--- config.mk ---
export PLATFORM = sky130hd
export DESIGN_NAME = midi_uart_rx
export DESIGN_NICKNAME = d
export VERILOG_FILES = /design/src/rtl/midi_pkg.sv /design/src/rtl/uart_rx_byte.sv /design/src/rtl/midi_uart_rx.sv
export SDC_FILE = /design/constraint.sdc
export NUM_CORES = 1
export LEC_CHECK = 0
export BUFFER_PORTS_ARGS = -buffer_cell sky130_fd_sc_hd__clkbuf_2
export CAP_MARGIN = 25
export CORE_UTILIZATION = 45
export CTS_CLUSTER_SIZE = 30
export DETAILED_ROUTE_END_ITERATION = 12
export PLACE_DENSITY = 0.66
export SETUP_SLACK_MARGIN = 0.5
export SLEW_MARGIN = 10
export SYNTH_ARGS = -nofsm -noshare
export SYNTH_HDL_FRONTEND = slang
export SYNTH_SLANG_ARGS = --single-unit
--- constraint.sdc ---
create_clock -name clk -period 2.13 [get_ports clk]
set_input_delay 0.1065 -clock clk [delete_from_list [all_inputs] [get_ports clk]]
set_output_delay 0.1065 -clock clk [all_outputs]
set_load 0.01 [all_outputs]
--- src/rtl/midi_pkg.sv ---
`default_nettype none
// ============================================================================
// midi_pkg : shared MIDI constants, FSM state encodings and baud-rate helper
// Rev 1.0
// ============================================================================
package midi_pkg;

  localparam logic [3:0] NOTE_OFF     = 4'h8;
  localparam logic [3:0] NOTE_ON      = 4'h9;
  localparam logic [7:0] REALTIME_MIN = 8'hF8;

  typedef enum logic [2:0] {
    IDLE      = 3'd0,
    START     = 3'd1,
    DATA      = 3'd2,
    STOP      = 3'd3,
    WAIT_HIGH = 3'd4
  } uart_state_t;

  typedef enum logic [1:0] {
    P_STATUS = 2'd0,
    P_DATA1  = 2'd1,
    P_DATA2  = 2'd2
  } parse_state_t;

  function automatic int clks_per_bit(input int clk_freq, input int baud);
    return clk_freq / baud;
  endfunction

endpackage
`default_nettype wire

--- src/rtl/uart_rx_byte.sv ---
`default_nettype none
// ============================================================================
// uart_rx_byte : 8N1 receiver with 2-FF input synchronizer and framing check
// Rev 1.0
// ============================================================================
module uart_rx_byte
  import midi_pkg::*;
#(
  parameter int CLKS_PER_BIT = 3200
) (
  input  logic       clk,
  input  logic       rst_n,
  input  logic       rx,
  output logic [7:0] data,
  output logic       byte_valid,
  output logic       framing_err
);

  localparam int CNT_W = (CLKS_PER_BIT > 1) ? $clog2(CLKS_PER_BIT) : 1;
  localparam logic [CNT_W-1:0] FULL_MAX = CNT_W'(CLKS_PER_BIT - 1);
  localparam logic [CNT_W-1:0] HALF_MAX = CNT_W'((CLKS_PER_BIT / 2) - 1);

  logic             rx_meta;
  logic             rx_sync;
  uart_state_t      state;
  uart_state_t      state_next;
  logic [CNT_W-1:0] baud_cnt;
  logic [CNT_W-1:0] baud_cnt_next;
  logic [2:0]       bit_cnt;
  logic [2:0]       bit_cnt_next;
  logic [7:0]       shift;
  logic [7:0]       shift_next;
  logic             byte_valid_next;
  logic             framing_err_next;

  always_ff @(posedge clk) begin
    if (!rst_n) begin
      rx_meta     <= 1'b1;
      rx_sync     <= 1'b1;
      state       <= IDLE;
      baud_cnt    <= '0;
      bit_cnt     <= '0;
      shift       <= '0;
      byte_valid  <= 1'b0;
      framing_err <= 1'b0;
    end else begin
      rx_meta     <= rx;
      rx_sync     <= rx_meta;
      state       <= state_next;
      baud_cnt    <= baud_cnt_next;
      bit_cnt     <= bit_cnt_next;
      shift       <= shift_next;
      byte_valid  <= byte_valid_next;
      framing_err <= framing_err_next;
    end
  end

  always_comb begin
    state_next       = state;
    baud_cnt_next    = baud_cnt;
    bit_cnt_next     = bit_cnt;
    shift_next       = shift;
    byte_valid_next  = 1'b0;
    framing_err_next = 1'b0;

    unique case (state)
      IDLE: begin
        if (!rx_sync) begin
          state_next    = START;
          baud_cnt_next = '0;
          bit_cnt_next  = '0;
        end
      end

      // Half a bit in, re-check the line so short glitches are rejected.
      START: begin
        if (baud_cnt == HALF_MAX) begin
          baud_cnt_next = '0;
          state_next    = rx_sync ? IDLE : DATA;
        end else begin
          baud_cnt_next = baud_cnt + 1'b1;
        end
      end

      DATA: begin
        if (baud_cnt == FULL_MAX) begin
          baud_cnt_next = '0;
          shift_next    = {rx_sync, shift[7:1]};
          if (bit_cnt == 3'd7) begin
            state_next = STOP;
          end else begin
            bit_cnt_next = bit_cnt + 3'd1;
          end
        end else begin
          baud_cnt_next = baud_cnt + 1'b1;
        end
      end

      STOP: begin
        if (baud_cnt == FULL_MAX) begin
          baud_cnt_next = '0;
          if (rx_sync) begin
            byte_valid_next = 1'b1;
            state_next      = IDLE;
          end else begin
            framing_err_next = 1'b1;
            state_next       = WAIT_HIGH;
          end
        end else begin
          baud_cnt_next = baud_cnt + 1'b1;
        end
      end

      WAIT_HIGH: begin
        if (rx_sync) begin
          state_next = IDLE;
        end
      end

      default: state_next = IDLE;
    endcase
  end

  // The shift register only moves in DATA, so it is stable while byte_valid is high.
  assign data = shift;

endmodule
`default_nettype wire

--- src/rtl/midi_uart_rx.sv ---
`default_nettype none
// ============================================================================
// midi_uart_rx : MIDI serial front end, Note On/Off parser with running status
// Rev 1.0
// ============================================================================
module midi_uart_rx
  import midi_pkg::*;
#(
  parameter int CLK_FREQ = 100000000,
  parameter int BAUD     = 31250,
  parameter int CHANNEL  = 16
) (
  input  logic       clk,
  input  logic       rst_n,
  input  logic       midi_rx,
  output logic [7:0] midi_data,
  output logic       midi_valid,
  output logic       note_on,
  output logic [6:0] velocity,
  output logic       framing_err
);

  localparam int         CLKS_PER_BIT = clks_per_bit(CLK_FREQ, BAUD);
  localparam bit         ACCEPT_ALL   = (CHANNEL > 15);
  localparam logic [3:0] CHAN_SEL     = 4'(CHANNEL);

  logic [7:0]   rx_byte;
  logic         rx_valid;

  parse_state_t pstate;
  parse_state_t pstate_next;
  logic         running;
  logic         running_next;
  logic         on_status;
  logic         on_status_next;
  logic [6:0]   note;
  logic [6:0]   note_next;
  logic [7:0]   data_next;
  logic         valid_next;
  logic         note_on_next;
  logic [6:0]   vel_next;

  logic         is_realtime;
  logic         is_note_status;
  logic         chan_ok;

  uart_rx_byte #(
    .CLKS_PER_BIT (CLKS_PER_BIT)
  ) u_uart (
    .clk         (clk),
    .rst_n       (rst_n),
    .rx          (midi_rx),
    .data        (rx_byte),
    .byte_valid  (rx_valid),
    .framing_err (framing_err)
  );

  assign is_realtime    = (rx_byte >= REALTIME_MIN);
  assign is_note_status = (rx_byte[7:4] == NOTE_OFF) || (rx_byte[7:4] == NOTE_ON);
  assign chan_ok        = ACCEPT_ALL || (rx_byte[3:0] == CHAN_SEL);

  always_ff @(posedge clk) begin
    if (!rst_n) begin
      pstate     <= P_STATUS;
      running    <= 1'b0;
      on_status  <= 1'b0;
      note       <= '0;
      midi_data  <= '0;
      midi_valid <= 1'b0;
      note_on    <= 1'b0;
      velocity   <= '0;
    end else begin
      pstate     <= pstate_next;
      running    <= running_next;
      on_status  <= on_status_next;
      note       <= note_next;
      midi_data  <= data_next;
      midi_valid <= valid_next;
      note_on    <= note_on_next;
      velocity   <= vel_next;
    end
  end

  // Realtime bytes fall through untouched so they can sit between data bytes.
  always_comb begin
    pstate_next    = pstate;
    running_next   = running;
    on_status_next = on_status;
    note_next      = note;
    data_next      = midi_data;
    valid_next     = 1'b0;
    note_on_next   = note_on;
    vel_next       = velocity;

    if (rx_valid && !is_realtime) begin
      if (rx_byte[7]) begin
        if (is_note_status && chan_ok) begin
          running_next   = 1'b1;
          on_status_next = (rx_byte[7:4] == NOTE_ON);
          pstate_next    = P_DATA1;
        end else begin
          running_next = 1'b0;
          pstate_next  = P_STATUS;
        end
      end else begin
        unique case (pstate)
          P_STATUS: begin
            if (running) begin
              note_next   = rx_byte[6:0];
              pstate_next = P_DATA2;
            end
          end
          P_DATA1: begin
            note_next   = rx_byte[6:0];
            pstate_next = P_DATA2;
          end
          P_DATA2: begin
            vel_next     = rx_byte[6:0];
            data_next    = {1'b0, note};
            note_on_next = on_status && (rx_byte[6:0] != 7'd0);
            valid_next   = 1'b1;
            pstate_next  = P_DATA1;
          end
          default: pstate_next = P_STATUS;
        endcase
      end
    end
  end

endmodule
`default_nettype wire

# Word-level counts from Yosys, hierarchy flattened
# Cells that the tools add are included.
dict set report op_classes {
  n_addsub 2
  mul 0
  n_div 0
  order_cmp 1
  n_eq_ne 20
  shift 0
  n_mux 27
  bitwise 3
  n_reduce_logical 22
}
# cell n
set ops {}
lappend ops {{$mux W12} 3}
lappend ops {{$pmux W12 S3} 1}
lappend ops {{$mux W3} 10}
lappend ops {{$pmux W3 S5} 1}
lappend ops {{$pmux W7 S2} 1}
lappend ops {{$add A12 B1 Y12 const B} 1}
lappend ops {{$eq A12 B11 Y1 const B} 1}
lappend ops {{$eq A12 B12 Y1 const B} 1}
lappend ops {{$ne A2 B1 Y1 const B} 5}
lappend ops {{$reduce_and A3 Y1} 3}
lappend ops {{$eq A4 B4 Y1 const B} 2}
lappend ops {{$ge A8 B8 Y1 const B} 1}
lappend ops {{$reduce_and A2 Y1} 4}
lappend ops {{$reduce_and A4 Y1} 2}
lappend ops {{$mux W7} 1}
lappend ops {{$reduce_bool A7 Y1} 1}
lappend ops {{$eq A3 B2 Y1 const B} 2}
lappend ops {{$eq A3 B3 Y1 const B} 2}
lappend ops {{$mux W2} 3}
lappend ops {{$ne A2 B2 Y1 const B} 3}
lappend ops {{$pmux W2 S3} 1}
lappend ops {{$pmux W3 S2} 1}
lappend ops {{$reduce_and A6 Y1} 1}
lappend ops {{$mux W1} 5}
lappend ops {{other kinds (15)} 19}
dict set report word_totals {
  reg_bits 57
  latch_bits 0
  mem_bits_rw 0
  mem_bits_ro 0
  in_bits 3
  elab_cells 91
  memories 0
}

# Depth between registers and ports, before layout
dict set report depth {
  word_depth 5
  depth_mapped 7
  mapped_depth_nobuf 6
}

# Hierarchy
# Synthesis repeated with hierarchy kept, for this count alone.
dict set report hier_totals {
  hier_cells 294
  area_unflattened_um2 2562.5
}
# module instances cells_each area_each_um2 seq_area_each_um2
set by_module_without_submodules {}
lappend by_module_without_submodules {uart_rx_byte 1 164 1423.9 600.6}
lappend by_module_without_submodules {midi_uart_rx 1 130 1138.6 540.5}

# Least setup slack after synthesis
# Ideal clock, no wire load.
dict set report synth_path {
  path_type {register -> register}
  startpoint {reg u_uart.baud_cnt[0]}
  endpoint {reg u_uart.bit_cnt[1]}
  t_arrival_ns 1.658
  t_required_ns 2.013
  setup_slack_ns 0.354
  stages_incl_launch_ff 7
  path_buffers 0
  cell_sequence {dfxtp_1 > ha_1 > nand2_1 > nor4_4 > and3b_1 > o21ai_2 > a32o_1}
}
dict set report synth_via {
  elab_chain_len 3
}
# element line_no
set synth_rtl {}
lappend synth_rtl {{start: declaration} uart_rx_byte.sv:27} ;# logic [CNT_W-1:0] baud_cnt;
lappend synth_rtl {{start signal: assignment} uart_rx_byte.sv:50} ;# baud_cnt <= baud_cnt_next;
lappend synth_rtl {{$eq A12 B12 Y1} uart_rx_byte.sv:86} ;# if (baud_cnt == FULL_MAX) begin
lappend synth_rtl {{$ne A2 B1 Y1 (no source line)} n/a}
lappend synth_rtl {{$reduce_and A4 Y1 (no source line)} n/a}
lappend synth_rtl {{end signal: assignment} uart_rx_byte.sv:51} ;# bit_cnt <= bit_cnt_next;
lappend synth_rtl {{end: declaration} uart_rx_byte.sv:29} ;# logic [2:0] bit_cnt;
# No other way between the ends.
# A chain may end at the register's enable or synchronous reset.

# Worst setup path in the final report
dict set report layout_path {
  startpoint {reg u_uart.baud_cnt[7]}
  endpoint {reg u_uart.baud_cnt[7]}
}
dict set report layout_via {
  elab_chain_len 3
  elab_cells_between_ends 6
}
# element line_no
set layout_rtl {}
lappend layout_rtl {{$add A12 B1 Y12, or another cell as far along} {uart_rx_byte.sv:81, uart_rx_byte.sv:95, uart_rx_byte.sv:110}}
lappend layout_rtl {{$mux W12, on equally long branches} {uart_rx_byte.sv:86, uart_rx_byte.sv:100, uart_rx_byte.sv:77}}
lappend layout_rtl {{$pmux W12 S3 (*)} uart_rx_byte.sv:66} ;# unique case (state)
# Mark *: on every way between the ends. The rest lies on a longest branch, timed or not.

==> out/qor.yml <==
grt_use_total_pct: 19.0
met1_usage_pct: 22.9
synth_seq_area_share_pct: 47.1
synth_cell_types: 45
async_flop_share_pct: 0
fin_nets: 310
crit_chain: "or3b_4 -> buf_6 -> nor4_4 -> o22ai_4 -> buf_6 -> a22oi_2 -> nor2_1"
die_x_um: 75.4
routed_via_density: 5.23
drc: 0
top_usage_layer: "met2"
hold_violations: 0
clock_skew_ps: 7.50
die-height_um: 75.4
cp_common_cell: "buf_6"
ant_nets: 0
gp_congestion: 0.830
period_needed_ps: 1680
cp-end-kind: "register"
period_share_pct: 78.9
max_stage_delay_ps: 420
cp.buffers_inverters: 2
slew_violations: 0
clk_pin_slew_ps: 70
wl_per_cell_um: 13.1
area_delta_synth_final_pct: 26.0
slew_headroom_pct: 53.4
r2r_cells: 7
cp.arrival_ps: 1870
synth_flop_cell: "dfxtp_1"
crit_slowest_cell: "or3b_4"
post-dp-hpwl_um: 3030
rsz0062_at_grt: "yes"
critical_path.top_delay_family: "simple AND/OR/NAND/NOR gates"
drive_above_1_share_pct: 29.1
postSynthAreaPerCell_um2: 8.82
num_vias: 1981
cp_max_fo: 7
ys_seq_elements: 57
die_area_um2: 5690
root_buffer: "clkbuf_8"
grtUsageMet3_pct: 4.10
diodes: 0
synthCells: 275
clk_latency_ps: 340
design.core.area_um2: 5140
rows: 26
start_kind: "register"
grt_first_pass_wirelength_um: 8020
first_pass_iters: 4
hp-class: "input pin to register"
placed_area_um2: 2640
crit_start: "u_uart.baud_cnt[7]"
cts_tree: "done"
finalSetupViolCount: 0
path_depth: 7
syn_area_um2: 2420
grt_max_degree: 31
numCtsBuffers: 9
cp.required_ps: 2320
vdd_drop_max_mv: 0.328
start_util_pct: 47.2
worst_hold_path.num_cells: 2
worst-setup-path-type: "register to register"
synth-edff-count: 0
syn_nets: 281
io_buffers: 19
r2r-start: "u_uart.baud_cnt[7]"
ys.warnings.count: 0
fin_setup_tns_ps: 0
cap_violations: 0
hp-start: "rst_n"
worstMarginPinSlew_ps: 698
status: "finished clean"
gr-total-overflow: 0
clock_sinks: 57
first_iter_violations: 68
antenna_found_initial: 0
htreeDepth: 3
routed_wl_um: 4960
stdcell_area_um2: 3060
power_density_nw_per_um2: 718
ioPinCount: 21
grt_pass1_vias: 1790
global_route.usage.met2_pct: 31.1
timing.fmax_mhz: 595
p_leak_nw: 1.24
clock_path_buffers: 2
-- metrics by stage --
| step | utilization (%) | hold WS, ps | setup slack, ps | cells | total power (W) |
|---|---|---|---|---|---|
| 2_1_floorplan | - | 208 | 361 | 275 | 0.00116 |
| 3_3_place_gp | 51.3 | 290 | 254 | 352 | 0.00117 |
| 3_5_place_dp | 51.3 | 291 | 225 | 352 | 0.00117 |
| 4_1_cts | 57.6 | 73.5 | 418 | 375 | 0.00221 |
| 5_1_grt | 59.4 | 95.7 | 386 | 379 | 0.00227 |
| 6_report | 59.4 | 87.5 | 450 | 379 | 0.00219 |
-- logic make-up after synthesis --
| family | synth area share [%] |
|---|---|
| simple gates | 25.4 |
| flops | 47.1 |
| compound gates | 12.9 |
| buf+inv | 3.41 |
| mux | 7.02 |
| xor+xnor | 2.53 |
| fa+ha+maj | 1.55 |
| other cells | 0.155 |
-- cell usage after synthesis, types with 4 or more instances --
cell	instances	area (um2)
dfxtp_1	57	1140
nand2_1	44	165
nor2_1	38	143
a21oi_1	19	95.1
mux2i_1	17	170
clkbuf_1	12	45.0
a22oi_1	8	60.1
nand3_1	8	40.0
nor3_1	6	30.0
nand2b_1	5	31.3
a211oi_1	4	30.0
inv_1	4	15.0
xor2_1	4	35.0
-- placed cells by master, fill, tap and decap left out, types with 2 or more instances in the layout --
cell type   instances
nor4_1              3
mux2i_1            17
xnor2_1             3
or3b_4              2
clkbuf_2           19
o21ai_0             2
nand2b_1            5
nand3b_1            2
nand2_1            43
dfxtp_2            11
and3b_1             2
nand3_2             2
a211oi_1            4
a22oi_2             8
dfxtp_4             2
clkbuf_8           10
clkinvlp_4          3
a21oi_1            19
a32o_1              2
o21ai_2             2
inv_1               4
xor2_1              4
nor3_1              5
o21ai_1             2
nor2_1             37
a31oi_1             2
nor3b_1             2
buf_6               4
nor4_4              2
buf_4               9
dfxtp_1            44
nand3_1             6
ha_1                2
-- per-layer routing --
layer / vias up / routed length (um)
met3: 8 / 205
li1: 1014 / -
met5: - / 0
met1: 927 / 2360
met4: 0 / 81
met2: 32 / 2320
-- layout make-up --
class / count / area (um2)
well taps: 70 / 87.6
clock inverters: 6 / 66.3
repair buffers: 34 / 238
clock buffers: 10 / 138
multi-input cells: 198 / 1350
fillers: 459 / 2080
flip-flops and latches: 57 / 1160
inverters: 4 / 15.0
-- registers in the layout, summed over array words and instances (netlist names) --
register            count
midi_data               7
midi_valid              1
note                    7
note_on                 1
on_status               1
pstate                  2
running                 1
u_uart.baud_cnt        12
u_uart.bit_cnt          3
u_uart.byte_valid       1
u_uart.data             8
u_uart.framing_err      1
u_uart.rx_meta          1
u_uart.rx_sync          1
u_uart.state            3
velocity                7
-- power breakdown --
group           total, W  switching (W)  internal (W)  leakage, nW
clock            0.00103       0.000454      0.000573       0.0949
combinational  0.0000897      0.0000556     0.0000341        0.680
sequential       0.00108     0.00000792       0.00107        0.467
-- timing repair --
item,CTS,global route
hold endpoints to repair,1,0
resized for setup,21,15
buffers inserted,5,4
pin swaps,7,8
hold buffers,1,0
cloned,1,0
endpoints found under the setup margin,26,33
-- worst paths after layout --
path                         to  slack, ps
min reg2reg      u_uart.rx_sync        410
max reg2reg  u_uart.baud_cnt[7]        450
min              u_uart.rx_meta         90
max          u_uart.baud_cnt[7]        450
No activity file was read; power rests on OpenSTA's default activity.
